## src/rtl/imem_ctrl_pkg.sv

```systemverilog
// Shared types and constants for the instruction-memory load/fetch controller.
package imem_ctrl_pkg;

   typedef enum logic [1:0] {
      IMEM_IDLE,
      IMEM_LOAD,
      IMEM_RUN
   } imem_state_e;

   localparam logic [31:0] NOP_INSTR = 32'h0000_0013;
   localparam int unsigned IMEM_XLEN = 32;

endpackage

```

## src/rtl/imem_load_fetch_ctrl.sv

```systemverilog
// Owns the single instruction-memory port: loader writes in LOAD, PC fetches in RUN.
// Optional IMEM_ALIGN_CHECK_EN turns misaligned/out-of-range fetches into faulting NOP responses.
module imem_load_fetch_ctrl
   import imem_ctrl_pkg::*;
#(
   parameter int unsigned DEPTH = 64,
   parameter int unsigned AW    = $clog2(DEPTH),
   parameter int unsigned XLEN  = IMEM_XLEN
) (
   input  logic            clk,
   input  logic            reset,
   input  logic            load_start,
   input  logic            ld_valid,
   output logic            ld_ready,
   input  logic [XLEN-1:0] ld_data,
   input  logic            ld_last,
   input  logic            fetch_valid,
   output logic            fetch_ready,
   input  logic [31:0]     fetch_addr,
   output logic            rsp_valid,
   output logic [XLEN-1:0] rsp_instr,
   output logic            rsp_err,
   output logic            cpu_run,
   output logic [AW:0]     load_count,
   output logic            mem_en,
   output logic            mem_we,
   output logic [AW-1:0]   mem_addr,
   output logic [XLEN-1:0] mem_wdata,
   input  logic [XLEN-1:0] mem_rdata
);

   imem_state_e     state_q, state_d;
   logic [AW:0]     load_count_q, load_count_d;
   logic            rsp_valid_q;
   logic            err_q;
   logic [XLEN-1:0] rsp_hold_q;
   logic            fetch_accept;
   logic            fetch_bad;

`ifdef IMEM_ALIGN_CHECK_EN
   assign fetch_bad = (fetch_addr[1:0] != 2'b00) || (fetch_addr >= 32'(DEPTH * 4));
`else
   assign fetch_bad = 1'b0;
`endif

   // Address bits outside the word index are intentionally ignored in the default build.
   logic unused_addr;
   assign unused_addr = ^{fetch_addr[1:0], fetch_addr[31:AW+2]};

   always_comb begin
      state_d      = state_q;
      load_count_d = load_count_q;
      ld_ready     = 1'b0;
      fetch_ready  = 1'b0;
      fetch_accept = 1'b0;
      mem_en       = 1'b0;
      mem_we       = 1'b0;
      mem_addr     = '0;
      mem_wdata    = '0;
      case (state_q)
         IMEM_IDLE: begin
            if (load_start) begin
               state_d      = IMEM_LOAD;
               load_count_d = '0;
            end
         end
         IMEM_LOAD: begin
            ld_ready = !load_start;
            if (load_start) begin
               load_count_d = '0;
            end else if (ld_valid) begin
               mem_en       = 1'b1;
               mem_we       = 1'b1;
               mem_addr     = load_count_q[AW-1:0];
               mem_wdata    = ld_data;
               load_count_d = load_count_q + 1'b1;
               if (ld_last || (load_count_d == (AW+1)'(DEPTH))) begin
                  state_d = IMEM_RUN;
               end
            end
         end
         IMEM_RUN: begin
            fetch_ready = !load_start;
            if (load_start) begin
               state_d      = IMEM_LOAD;
               load_count_d = '0;
            end else if (fetch_valid) begin
               fetch_accept = 1'b1;
               mem_en       = !fetch_bad;
               mem_addr     = fetch_addr[AW+1:2];
            end
         end
         default: state_d = IMEM_IDLE;
      endcase
   end

   always_ff @(posedge clk) begin
      if (reset) begin
         state_q      <= IMEM_IDLE;
         load_count_q <= '0;
         rsp_valid_q  <= 1'b0;
         err_q        <= 1'b0;
         rsp_hold_q   <= '0;
      end else begin
         state_q      <= state_d;
         load_count_q <= load_count_d;
         rsp_valid_q  <= fetch_accept;
         err_q        <= fetch_accept & fetch_bad;
         if (rsp_valid_q) begin
            rsp_hold_q <= rsp_instr;
         end
      end
   end

   // Read data arrives straight from the array in the response cycle; hold it afterwards.
   always_comb begin
      if (!rsp_valid_q) begin
         rsp_instr = rsp_hold_q;
      end else if (err_q) begin
         rsp_instr = XLEN'(NOP_INSTR);
      end else begin
         rsp_instr = mem_rdata;
      end
   end

`ifdef IMEM_ALIGN_CHECK_EN
   assign rsp_err = rsp_valid_q & err_q;
`else
   assign rsp_err = 1'b0;
`endif

   assign rsp_valid  = rsp_valid_q;
   assign cpu_run    = (state_q == IMEM_RUN);
   assign load_count = load_count_q;

endmodule

```

## config.mk

```make
export PLATFORM = sky130hd
export DESIGN_NAME = imem_load_fetch_ctrl
export DESIGN_NICKNAME = d
export VERILOG_FILES = /design/src/rtl/imem_ctrl_pkg.sv /design/src/rtl/imem_load_fetch_ctrl.sv
export SDC_FILE = /design/constraint.sdc
export NUM_CORES = 1
export LEC_CHECK = 0
export ABC_CLOCK_PERIOD_IN_PS = 3600
export CORE_MARGIN = 2
export CORE_UTILIZATION = 35
export CTS_CLUSTER_SIZE = 25
export DETAILED_ROUTE_END_ITERATION = 6
export GPL_TIMING_DRIVEN = 0
export PLACE_DENSITY_LB_ADDON = 0.3
export SLEW_MARGIN = 20
export SYNTH_ARGS = -nofsm -noshare
export SYNTH_HDL_FRONTEND = slang
export SYNTH_SLANG_ARGS = --single-unit
```

## constraint.sdc

```tcl
create_clock -name clk -period 3.6 [get_ports clk]
set_input_delay 0.72 -clock clk [delete_from_list [all_inputs] [get_ports clk]]
set_output_delay 0.72 -clock clk [all_outputs]
set_load 0.005 [all_outputs]
```

* Word-level counts from Yosys, hierarchy flattened *
Cells that the tools add are included.

word-level totals
  output and inout bits = 84
  logic and storage cells = 48
  register bits after elaboration = 42

operators by class
  $add $sub $neg = 1
  equality and inequality tests = 8
  reduce and logical (&&, ||, !) cells = 8
  mux-type cells = 26
  bitwise gates (word level) = 1

operator list
  cell                                                              number
  32-bit two-way mux                                                4
  6-bit two-way mux                                                 4
  7-bit two-way mux                                                 3
  7-bit one-hot mux with 2 select lines                             1
  6-bit one-hot mux with 2 select lines                             1
  2-bit two-way mux                                                 4
  7-bit by 1-bit adder with 7-bit output (second input constant)    1
  7-bit == test (second input constant)                             1
  1-bit two-way mux                                                 7
  2-bit != test (second input constant)                             3
  2-bit one-hot mux with 2 select lines                             1
  4-bit AND reduction                                               1
  2-bit OR reduction                                                2
  3-bit != test (second input constant)                             1
  3-bit AND reduction                                               1
  2-bit by 1-bit == test with 1-bit output (second input constant)  1
  2-bit == test (second input constant)                             1
  2-bit zero test                                                   1
  2-bit by 1-bit != test with 1-bit output (second input constant)  1
  1-bit one-hot mux with 2 select lines                             1
  2-bit nonzero test                                                1
  1-bit zero test                                                   1
  1-bit logical OR                                                  1
  1-bit NOT                                                         1

* Depth between registers and ports, before layout *
  word-level depth = 7
  depth in mapped cells = 8

* Worst setup path before layout *
OpenSTA, ideal clock, no wires.

  path type = input to output
  from = input port load_start
  to = output port mem_addr[0]
  arrival = 1560 ps
  stages on the path = 6
  path buffers = 2
  required time = 2880 ps
  setup slack = 1320 ps
  path through = buf_6 nor2b_1 and2_1 clkbuf_1 a22oi_1 nor2b_1

between the ends
  cells in the longest elaborated chain, start to end = 2
  elaborated cells on any way between the ends = 3
  those cells by class = mux (3)

RTL lines
  what                                         line                                                    RTL
  start: declaration                           imem_load_fetch_ctrl.sv:12                              input logic load_start,
  6-bit two-way mux, on equally long branches  imem_load_fetch_ctrl.sv:84, imem_load_fetch_ctrl.sv:69
  6-bit one-hot mux with 2 select lines *      imem_load_fetch_ctrl.sv:60                              case (state_q)
  end: declaration                             imem_load_fetch_ctrl.sv:27                              output logic [AW-1:0] mem_addr,

Every way passes the cells marked *; elsewhere a longest branch is shown, timed or not.

* Worst setup path in the final report *
  from = input port ld_valid
  to = output port mem_addr[0]

between the ends
  cells in the longest elaborated chain, start to end = 3

RTL lines
  what                                   line                        RTL
  start: declaration                     imem_load_fetch_ctrl.sv:13  input logic ld_valid,
  6-bit two-way mux                      imem_load_fetch_ctrl.sv:71  end else if (ld_valid) begin
  6-bit two-way mux                      imem_load_fetch_ctrl.sv:69  if (load_start) begin
  6-bit one-hot mux with 2 select lines  imem_load_fetch_ctrl.sv:60

Every way passes these cells.

==> summary.txt <==
Logic synthesis
  • Sequential fraction of the synthesis area: 38.4%
  • Async SR Flop Fraction: 0%
  • Post-synth design cell area: 2190 µm²
  • Synthesized flop and latch total: 42
  • Mapped Cells: 233
  • Synth unique cells: 36
  • Syn nets: 340
  • Share of the synthesized area in the top cell type: 38.4%
  • Synth area leaders: dfxtp_1 38%, mux2_2 15%, nor2b_1 12%, and2_1 9.7%, ha_1 2.9%
  • Area leader, netlist: dfxtp_1
  • Synth Area per Inst: 9.40 µm²
  • Top_reg_cell synth: dfxtp_1
  • Number of flops mapped to enable cells by yosys: 0
  • Yosys warns: 0

Clock tree
  • Clk sink count: 42
  • CTS Buffer Depth: 2
  • H-tree levels: 2
  • Post-CTS Setup Inserts: 0
  • CTS root buf: clkbuf_8
  • # resized after CTS: 0
  • CTS Buf Count: 5
  • Reg clk slew, reported paths: 0.07 ns
  • CTS tree: yes
  • CTS Hold Buffers Added: 0
  • Clock Latency Late Sink: 0.29 ns

Timing
  • RSZ-0062 raised after global routing: no
  • PnR worst setup slack: 0.327 ns
  • Tcrit/Tclk final: 90.9%
  • Hold_ws: 0.498 ns
  • Minimum clock period: 3.27 ns
  • Max frequency: 306 MHz
  • Hold Fails Final Rpt: 0
  • Worst Skew: 0.00448 ns
  • Setup violators final: 0
  • Slew Viols, Final: 0
  • Setup TNS Final: 0 ns

Drt
  • Vias/cell: 4.64
  • Vias after detailed routing: 2197
  • DRC Markers: 0
  • Detail Route Antenna Nets: 0
  • Iteration-0 DRC Markers: 56
  • WL/cell: 12.6 µm
  • DRT Pass-1 Iters: 4
  • Routed WL: 5980 µm

Die
  • Core area: 5990 µm²
  • I/O pin cnt: 186
  • Row Count: 28
  • Die W: 83.1 µm
  • Die height: 83.1 µm
  • Full die area: 6910 µm²
  • Initial Util: 36.6%

Worst setup path
  • Setup CP Type: in -> out
  • WP data arrival: 2.55 ns
  • CP max stage cell: clkdlybuf4s50_1
  • CP required: 2.88 ns
  • Critical path fanouts, max: 10
  • CP cell instances: clkdlybuf4s50_1 > and3b_2 > buf_2 > buf_2 > a22oi_1 > nor2b_1 > clkdlybuf4s50_1
  • CP endpoint kind: primary output
  • Reg-to-reg slack, setup: 1.61 ns
  • Type of origin of the critical path: input pin
  • Max incr delay on CP: 0.52 ns
  • Reg2reg start: state_q[0]
  • Worst r2r dst: state_q[0]
  • Worst reg-to-reg path cell count: 6

Final layout
  • Fillers: 529
  • Most common cell after layout, fill and taps aside: clkdlybuf4s50_1
  • # diodes: 0
  • Most frequent cells in the layout: 157 x clkdlybuf4s50_1, 42 x dfxtp_1, 41 x nor2b_1, 34 x and2_1, 29 x mux2_2
  • Post-Layout Inst Area: 3960 µm²
  • Area Growth Syn to Fin: 80.9%
  • Share of post-route cells with drive strength above 1: 11.8%
  • Fin cells: 473
  • Nets@finish: 504

Worst hold path
  • Worst Hold Depth: 2
  • Min-delay src: load_count[6]
  • Worst Hold Path EP: load_count[6]
  • Min-delay worst type: reg -> reg

Place
  • HPWL Detailed: 4770 µm
  • RD Place Congestion: 0.810
  • Port bufs: 157
  • Dpl cell area: 3860 µm²
  • Dpl ws: 0.317 ns
  • Inst Count DP: 465

Outcome
  • Status: finished clean

Power
  • PwrDens: 334 nW/µm²
  • Pleak: 1.53 nW
  • Maximum vdd drop: 0.183 mV

GRT
  • Total track usage: 17.3%
  • Antenna violations before repair: 0
  • First-pass GRT wire length: 10000 µm
  • GRT overflow: 0
  • Number of global-route vias before repair: 2158
  • Largest net degree at the start of global routing: 13

Job
  • Max cap viols: 0
critical path: cells and delay by family:
family / cells / cell delay, ns
buf+inv: 4 / 1.40
simple gates: 2 / 0.33
compound gates: 1 / 0.10
synth_stat cells, drive strengths merged (2+ instances only):
master,n
nand2,7
inv,3
a22oi,6
ha,5
nor2,7
buf,8
o21ai,3
a21oi,7
nor4,2
clkbuf,9
mux2,32
nor2b,41
and3,2
and2,35
dfxtp,42
o21a,2
a211oi,3
nor3,4
a31oi,2
sequential cells by signal, indices dropped and copies added (netlist names):
register / flops
load_count: 7
rsp_valid: 1
state_q: 2
rsp_hold_q: 32
per-stage QoR:
stage | total power [W] | utilization [%]
after floorplan | 0.000738 | -
after global placement | 0.000973 | 64.4
after detailed placement | 0.000986 | 64.4
after CTS | 0.00135 | 66.1
after global routing | 0.00141 | 66.1
final | 0.00132 | 66.1
cell families (layout without fill, tap and decap cells):
| family | after synthesis | after routing | share of synthesized area (%) |
|---|---|---|---|
| AND/OR/NAND/NOR | 105 | 105 | 28.9 |
| AO/OA/AOI/OAI | 27 | 27 | 8.39 |
| buffers and inverters | 20 | 185 | 4.40 |
| multiplexers | 33 | 33 | 16.9 |
| flip-flops | 42 | 42 | 38.4 |
| other | 1 | 1 | 0.171 |
| adder cells (fa/ha/maj) | 5 | 5 | 2.86 |
layer usage:
| metal | routed length [µm] | GRT usage, % |
|---|---|---|
| met5 | 0 | 0 |
| met4 | 57 | 4.02 |
| met3 | 541 | 6.66 |
| met2 | 2860 | 29.3 |
| met1 | 2520 | 20.8 |
final cells by class:
class	instances	area [µm²]	share of cell area (%)
sequential	42	841	21.2
clock buffer	7	76.3	1.93
timing repair buffer	157	1570	39.7
buffer	17	85.1	2.15
clock inverter	1	30.0	0.758
inverter	3	11.3	0.284
tap	75	93.8	2.37
multi-input combinational	171	1250	31.6
worst max-delay path by stage:
stage | end | cells past startpoint | start | slack (ns)
global placement | mem_addr[1] | 7 | ld_valid | 0.35
finish | mem_addr[0] | 7 | ld_valid | 0.33
floorplan | mem_addr[0] | 6 | load_start | 1.32
detailed placement | mem_wdata[27] | 6 | ld_valid | 0.32
CTS | mem_wdata[27] | 6 | ld_valid | 0.32
global route | mem_addr[0] | 7 | ld_valid | 0.20
where the power goes:
| group | switching (W) | total, W | leakage (nW) | internal (W) |
|---|---|---|---|---|
| Sequential | 0.0000119 | 0.000496 | 0.339 | 0.000484 |
| Clock | 0.000149 | 0.000356 | 0.0524 | 0.000207 |
| Combinational | 0.000189 | 0.000471 | 1.13 | 0.000282 |
| Total | 0.000349 | 0.00132 | 1.53 | 0.000974 |
(Power assumes the default switching activity.)
